File: config.mk
export PLATFORM = sky130hd
export DESIGN_NAME = contador_sched
export DESIGN_NICKNAME = d
export VERILOG_FILES = /design/src/rtl/contador_sched.sv
export SDC_FILE = /design/constraint.sdc
export NUM_CORES = 1
export LEC_CHECK = 0
export CORE_MARGIN = 3
export CORE_UTILIZATION = 30
export CTS_CLUSTER_DIAMETER = 30
export DETAILED_ROUTE_END_ITERATION = 8
export PLACE_DENSITY = 0.61
export SLEW_MARGIN = 15
export SYNTH_ARGS = -nofsm -noshare
export SYNTH_HDL_FRONTEND = slang
export SYNTH_SLANG_ARGS = --single-unit
File: constraint.sdc
create_clock -name clk -period 2.4 [get_ports clk]
set_input_delay 0.24 -clock clk [delete_from_list [all_inputs] [get_ports clk]]
set_output_delay 0.24 -clock clk [all_outputs]
set_load 0.01 [all_outputs]
File: src/rtl/contador_sched.sv
`default_nettype none
// +----------------------------------------------------------------------------+
// | Module      : contador_sched                                               |
// | Description : Shares one contadorA counter (enable/modo/D in, Q/rco out)   |
// |               between two requesters. A job (preset d, mode, run length)   |
// |               is accepted over valid/ready, the counter is preloaded with  |
// |               d, run for len cycles in the requested mode, and the final   |
// |               Q plus the number of rco wraps seen are reported.            |
// |                                                                            |
// | Ports       : clk, reset_L (sync, active low)                              |
// |               req0_* / req1_* : valid, modo, d, len in; ready out          |
// |               enable, modo, D : counter control out                        |
// |               Q, rco          : counter state in                           |
// |               done_valid/id/q/rco_cnt : completion report, busy            |
// |                                                                            |
// | Build macro : CTRL_FIXED_PRIO_EN - fixed priority (requester 0 wins);      |
// |               undefined gives round-robin arbitration.                     |
// |                                                                            |
// | Revision    : 1.0 - initial release                                        |
// +----------------------------------------------------------------------------+
module contador_sched #(
    parameter int CNT_W = 4,
    parameter int LEN_W = 8
) (
    input  logic             clk,
    input  logic             reset_L,
    // requester 0
    input  logic             req0_valid,
    input  logic [1:0]       req0_modo,
    input  logic [CNT_W-1:0] req0_d,
    input  logic [LEN_W-1:0] req0_len,
    output logic             req0_ready,
    // requester 1
    input  logic             req1_valid,
    input  logic [1:0]       req1_modo,
    input  logic [CNT_W-1:0] req1_d,
    input  logic [LEN_W-1:0] req1_len,
    output logic             req1_ready,
    // shared counter
    output logic             enable,
    output logic [1:0]       modo,
    output logic [CNT_W-1:0] D,
    input  logic [CNT_W-1:0] Q,
    input  logic             rco,
    // completion report
    output logic             done_valid,
    output logic             done_id,
    output logic [CNT_W-1:0] done_q,
    output logic [LEN_W-1:0] done_rco_cnt,
    output logic             busy
);

    localparam logic [1:0] c_IDLE = 2'd0;
    localparam logic [1:0] c_LOAD = 2'd1;
    localparam logic [1:0] c_RUN  = 2'd2;
    localparam logic [1:0] c_DONE = 2'd3;

    localparam logic [1:0]       c_MODE_UP   = 2'b00;
    localparam logic [1:0]       c_MODE_LOAD = 2'b11;
    localparam logic [LEN_W-1:0] c_LEN_ONE   = {{(LEN_W-1){1'b0}}, 1'b1};
    localparam logic [LEN_W-1:0] c_LEN_MAX   = {LEN_W{1'b1}};

    logic [1:0]       r_state;
    logic             r_enable;
    logic [1:0]       r_modo;
    logic [CNT_W-1:0] r_d;
    logic             r_id;
    logic [1:0]       r_job_modo;
    logic [LEN_W-1:0] r_remain;
    logic [LEN_W-1:0] r_rco_cnt;
    logic             r_prev_run;
    logic             r_done_id;
    logic [CNT_W-1:0] r_done_q;
    logic [LEN_W-1:0] r_done_rco_cnt;

    logic             w_idle;
    logic             w_grant0;
    logic             w_grant1;
    logic             w_take;
    logic [1:0]       w_sel_modo;
    logic [CNT_W-1:0] w_sel_d;
    logic [LEN_W-1:0] w_sel_len;
    logic             w_rco_inc;
    logic [LEN_W-1:0] w_rco_sum;

    assign w_idle = (r_state == c_IDLE);

    // ready implies valid, so a grant is also the handshake itself.
`ifdef CTRL_FIXED_PRIO_EN
    assign w_grant0 = w_idle && req0_valid;
    assign w_grant1 = w_idle && req1_valid && !req0_valid;
`else
    // r_ptr names the requester that wins a tie; it flips to the other
    // requester each time a job completes.
    logic r_ptr;
    assign w_grant0 = w_idle && req0_valid && (!req1_valid || !r_ptr);
    assign w_grant1 = w_idle && req1_valid && (!req0_valid ||  r_ptr);
`endif

    assign w_take     = w_grant0 | w_grant1;
    assign w_sel_modo = w_grant1 ? req1_modo : req0_modo;
    assign w_sel_d    = w_grant1 ? req1_d    : req0_d;
    assign w_sel_len  = w_grant1 ? req1_len  : req0_len;

    assign req0_ready = w_grant0;
    assign req1_ready = w_grant1;

    // rco seen in a cycle that follows a RUN cycle is the wrap flag of a RUN
    // edge. This excludes the flag left by the LOAD edge and includes the one
    // from the last RUN edge, which only becomes visible during DONE.
    assign w_rco_inc = r_prev_run && rco;
    assign w_rco_sum = (w_rco_inc && (r_rco_cnt != c_LEN_MAX)) ? (r_rco_cnt + c_LEN_ONE)
                                                                : r_rco_cnt;

    always_ff @(posedge clk) begin
        if (!reset_L) begin
            r_state        <= c_IDLE;
            r_enable       <= 1'b0;
            r_modo         <= c_MODE_UP;
            r_d            <= '0;
            r_id           <= 1'b0;
            r_job_modo     <= c_MODE_UP;
            r_remain       <= '0;
            r_rco_cnt      <= '0;
            r_prev_run     <= 1'b0;
            r_done_id      <= 1'b0;
            r_done_q       <= '0;
            r_done_rco_cnt <= '0;
`ifndef CTRL_FIXED_PRIO_EN
            r_ptr          <= 1'b0;
`endif
        end else begin
            r_prev_run <= (r_state == c_RUN);
            r_rco_cnt  <= w_rco_sum;

            case (r_state)
                c_IDLE: begin
                    if (w_take) begin
                        r_id       <= w_grant1;
                        r_job_modo <= w_sel_modo;
                        r_remain   <= w_sel_len;
                        r_rco_cnt  <= '0;
                        r_enable   <= 1'b1;
                        r_modo     <= c_MODE_LOAD;
                        r_d        <= w_sel_d;
                        r_state    <= c_LOAD;
                    end
                end

                c_LOAD: begin
                    if (r_remain != '0) begin
                        // enable and D already hold their RUN values
                        r_modo  <= r_job_modo;
                        r_state <= c_RUN;
                    end else begin
                        r_enable <= 1'b0;
                        r_modo   <= c_MODE_UP;
                        r_d      <= '0;
                        r_state  <= c_DONE;
                    end
                end

                c_RUN: begin
                    if (r_remain == c_LEN_ONE) begin
                        r_enable <= 1'b0;
                        r_modo   <= c_MODE_UP;
                        r_d      <= '0;
                        r_state  <= c_DONE;
                    end else begin
                        r_remain <= r_remain - c_LEN_ONE;
                    end
                end

                c_DONE: begin
                    r_done_id      <= r_id;
                    r_done_q       <= Q;
                    r_done_rco_cnt <= w_rco_sum;
`ifndef CTRL_FIXED_PRIO_EN
                    r_ptr          <= ~r_id;
`endif
                    r_state        <= c_IDLE;
                end

                default: begin
                    r_state <= c_IDLE;
                end
            endcase
        end
    end

    assign enable = r_enable;
    assign modo   = r_modo;
    assign D      = r_d;
    assign busy   = !w_idle;

    // Q and the last rco only settle during DONE, so the report is taken
    // live in that cycle and held from the captured copies afterwards.
    assign done_valid   = (r_state == c_DONE);
    assign done_id      = done_valid ? r_id      : r_done_id;
    assign done_q       = done_valid ? Q         : r_done_q;
    assign done_rco_cnt = done_valid ? w_rco_sum : r_done_rco_cnt;

endmodule
`default_nettype wire
==> results of run 1 <==
-- stage by stage --
step / power [W] / utilization
after floorplan: 0.00201 / -
after global placement: 0.00250 / 0.415
after detailed placement: 0.00252 / 0.415
after CTS: 0.00313 / 0.433
after global routing: 0.00334 / 0.437
final: 0.00311 / 0.437
-- placed cells by master (no fill, tap or decap), types with 2 or more instances in the layout --
master	netlist	final
and4_4	0	2
o31ai_2	4	4
a211oi_1	8	7
o21ai_1	2	3
mux2_2	7	7
a32o_1	4	4
dlygate4sd2_1	0	4
mux2i_1	17	17
xnor2_1	3	3
o211ai_1	3	3
or4_1	2	2
nor3_1	6	5
and2_1	12	12
dlymetal6s2s_1	0	4
o21ai_0	13	12
inv_1	13	13
nor4_1	2	2
nand4_1	4	4
buf_4	0	11
clkbuf_8	0	6
dfxtp_2	0	2
nor2_1	23	23
dfxtp_1	43	41
o22ai_1	2	2
nand3_1	11	11
ha_1	8	8
nand2_1	13	13
a31oi_1	2	2
a21oi_1	12	12
clkdlybuf4s50_1	0	52
nand2b_1	4	4
-- state kept, by name, indices dropped and copies added, names as in the netlist --
signal          cells
D                   4
r_state             2
r_done_id           1
modo                2
r_remain            8
r_ptr               1
r_prev_run          1
r_rco_cnt           8
r_done_q            4
r_job_modo          2
r_done_rco_cnt      8
r_id                1
enable              1
-- cell families (layout without fill, tap and decap cells) --
| group | count (synthesis) | after routing |
|---|---|---|
| AND/OR/NAND/NOR | 86 | 86 |
| flip-flops | 43 | 43 |
| buffers and inverters | 26 | 93 |
| XOR/XNOR | 5 | 5 |
| adder cells (fa/ha/maj) | 8 | 8 |
| multiplexers | 24 | 24 |
| AO/OA/AOI/OAI | 62 | 62 |
-- where the power goes --
part | internal, W | total, W | leakage (nW) | switching, W
registers | 0.000897 | 0.00107 | 0.352 | 0.000169
clock network | 0.000337 | 0.000599 | 0.0612 | 0.000262
logic | 0.000679 | 0.00144 | 0.914 | 0.000763
total | 0.00191 | 0.00311 | 1.33 | 0.00119
-- cells in the mapped netlist (2+ instances only) --
cell	number
a211oi_1	8
a21oi_1	12
a31oi_1	2
a32o_1	4
and2_1	12
and4_1	2
buf_6	2
clkbuf_1	10
dfxtp_1	43
ha_1	8
inv_1	13
mux2_2	7
mux2i_1	17
nand2_1	13
nand2b_1	4
nand3_1	11
nand4_1	4
nor2_1	23
nor3_1	6
nor4_1	2
o211ai_1	3
o21ai_0	13
o21ai_1	2
o22ai_1	2
o31ai_2	4
or4_1	2
xnor2_1	3
xor2_1	2
-- per-layer routing --
layer  track usage  vias up  part of all wire
met1         0.169      959              0.46
met5             0        -                 0
met4        0.0635        0             0.014
met3        0.0290        9             0.051
met2         0.226       44              0.48
li1              -     1058                 -
-- layout make-up --
| cell class | count | area, um2 | area share |
|---|---|---|---|
| inverters | 13 | 48.8 | 0.0152 |
| well taps | 99 | 124 | 0.0387 |
| clock buffers | 6 | 82.6 | 0.0258 |
| multi-input cells | 185 | 1340 | 0.419 |
| flip-flops and latches | 43 | 863 | 0.270 |
| clock inverters | 2 | 35.0 | 0.0109 |
| repair buffers | 72 | 708 | 0.221 |
-- worst max-delay path: cells and delay by family, from the launching register on --
| family | cells | cell delay, ns |
|---|---|---|
| flops | 1 | 0.41 |
| buf+inv | 2 | 0.69 |
| fa+ha+maj | 1 | 0.25 |
| mux | 1 | 0.36 |
-- worst paths after layout --
check                 to  cells past startpoint
min              modo[1]                      2
min reg2reg      modo[1]                      2
max reg2reg  r_remain[2]                      7
max              done_id                      4
-- what timing repair did --
| action | 4_1_cts | 5_1_grt |
|---|---|---|
| gates resized for setup | 8 | 10 |
| buffers inserted | 0 | 0 |
| endpoints found under the setup margin | 6 | 5 |
==> summary by stage, run 1 <==
Synth
The biggest area contributor in the post-synthesis netlist is dfxtp_1. By area the synthesized netlist is led by dfxtp_1, mux2i_1, ha_1, nor2_1, mux2_2. Among all flip-flop cells after synthesis, the most frequent one is dfxtp_1.

After synthesis, the largest family of logic cells by area is simple AND/OR/NAND/NOR gates. The synthesized instance count is around 250. The post-synthesis mux area share is 0.109. The post-synthesis register bit count is 43. Of the total synthesized cell area, the portion taken by XOR and XNOR cells is 0.0192. For this run, the number of Yosys warnings is 0.

The mean instance size in the synthesized netlist is around 9.0 um2. The number of nets in the synthesized netlist is around 300. Of the total synthesized cell area, the portion taken by full adders, half adders and majority gates is 0.0439. Of the total synthesized cell area, the portion taken by AND, OR, NAND and NOR gates is 0.203. The fraction of the mapped netlist area in compound gates was 0.197. The sequential cell area fraction in the yosys report is 0.377. The synthesized area is about 2300 um2.

The number of flops mapped to enable cells by yosys is 0. After synthesis, the share of flip-flops with an asynchronous set or reset is 0. The count of distinct cell types in the synthesized netlist is 48. The area share of the largest cell type after synthesis is 0.377.

Placement
The HPWL after detailed placement is around 4200 um. Routability-driven placement finished with a final weighted congestion of between 0.8 and 0.9. Once placement finished, the instance area stood at 3040 um2. During placement, the flow inserted port buffers numbering 60. Before CTS, the worst setup slack after placement is roughly 0.087 ns.

The number of cells after detailed placement is approximately 410.

STA
The max-slew violation count came to 0. The clock period could shrink to about 2.3 ns. The achievable frequency is ~440 MHz.

At the pin with the least slew margin, the transition time is roughly 0.67 ns. Setup repair after global routing left no endpoint under its margin. The portion of the clock cycle consumed by the worst path in the final layout is 0.938. Headroom to the max-slew limit came out at 0.550. The count of final hold-check violations was 0. Setup violations remaining at the end of the flow were counted as 0. Between clock sinks in the finished design, the worst skew comes to roughly 0.0094 ns. The worst hold slack after final layout is roughly 0.47 ns.

Setup slack closes at between 0.1 and 0.15 ns. Setup total negative slack on the finished layout was measured at 0 ns.

CTS
The maximum clock path buffer count is 2. The root buffer cell chosen for the clock tree is clkbuf_8. The CTS buffer count is 5. The number of hold-repair buffers added at the cts stage is 0. The clock transition at the registers of the reported paths is around 0.090 ns. The worst-skew pair later-pin latency is approximately 0.3 ns. The count of clock tree sinks is 43. The CTS tree is yes.

The H-tree was split into 2 levels.

Final layout
The ratio of cells with drive above 1 in the final layout is 0.137. After the flow finishes, the layout carries non-filler instances totaling 420. Relative to the synthesized area, the layout overhead comes to 40.4%. The number of nets in the layout is 365. Fill cells in the final layout number between 600 and 700. The cell area after layout is between 3000 and 4000 um2. The number of antenna diodes in the final layout is 0.

Floorplanning
For this design the top-level I/O count stands at 61. The number of cell rows is 31. The die area is 8690 um2.

The die outline height is 93.2 um. The die extent in x is a little over 90 um. The effective utilization at floorplan is 0.311.

The core region is 7330 um2.

Detailed routing
The pre-antenna-repair detailed-routing pass consisted of 4 iterations. Using the TritonRoute via totals, the vias-per-cell ratio works out to between 4 and 5. In the final routed layout, each cell accounts on average for roughly 14 um. For this block, the initial DRC count from the detailed router was slightly above 80. The DRC violation count after routing is 0. The overall routed net length is roughly 5800 um.

In this run the remaining antenna-violating nets after routing total 0. The routed layout has about 2100 vias.

Global route
The via count of the first global-routing pass is 2034. The first global-routing pass estimated ~9400 um of wire. The total overflow left after global routing is 0.

The initial antenna violation count is 0. The all-layer global routing usage is 0.136. Entering global routing, the biggest net connects 29 pins.

Setup path
The worst setup path is launched from a flop. The worst setup path is captured at an output pin. The critical path goes through ha_1 > buf_12 > mux2_2 > clkdlybuf4s50_1. The worst path arrival time is about 2 ns.

The type of the setup path with the least slack is reg2out. The delay of the slowest critical-path stage is 0.49 ns. STA puts the critical path data required time at roughly 2.2 ns. For flop-to-flop paths, the worst setup slack is just over 0.3 ns.

The library cell contributing the largest single delay on the critical path is clkdlybuf4s50_1. Along the worst path, the maximum fanout reaches 28. The critical path startpoint is r_state[1]. The launching point of the worst reg2reg path is r_state[0].

Power and ir drop
The power per cell area is about 970 nW/um2. Summed over all cells, the static leakage comes to roughly 1.3 nW. VDD sags by at most 0.000376 V.

Outcome
The run finished with clean final reports.

Run
The tool flagged a number of max-cap violations equal to 0.

Hold path
The worst hold path belongs to the class reg2reg. The worst hold path begins at r_job_modo[1].
Power figures use the tool's default switching activity.
==> run 2: changes to the inputs <==
--- a/config.mk
+++ b/config.mk
@@ -5,6 +5,7 @@
 export SDC_FILE = /design/constraint.sdc
 export NUM_CORES = 1
 export LEC_CHECK = 0
+export ABC_CLOCK_PERIOD_IN_PS = 2400
 export CORE_MARGIN = 3
 export CORE_UTILIZATION = 30
 export CTS_CLUSTER_DIAMETER = 30
==> results of run 2 <==
No change in the layout: final DEF, timing and power equal those of run 1.
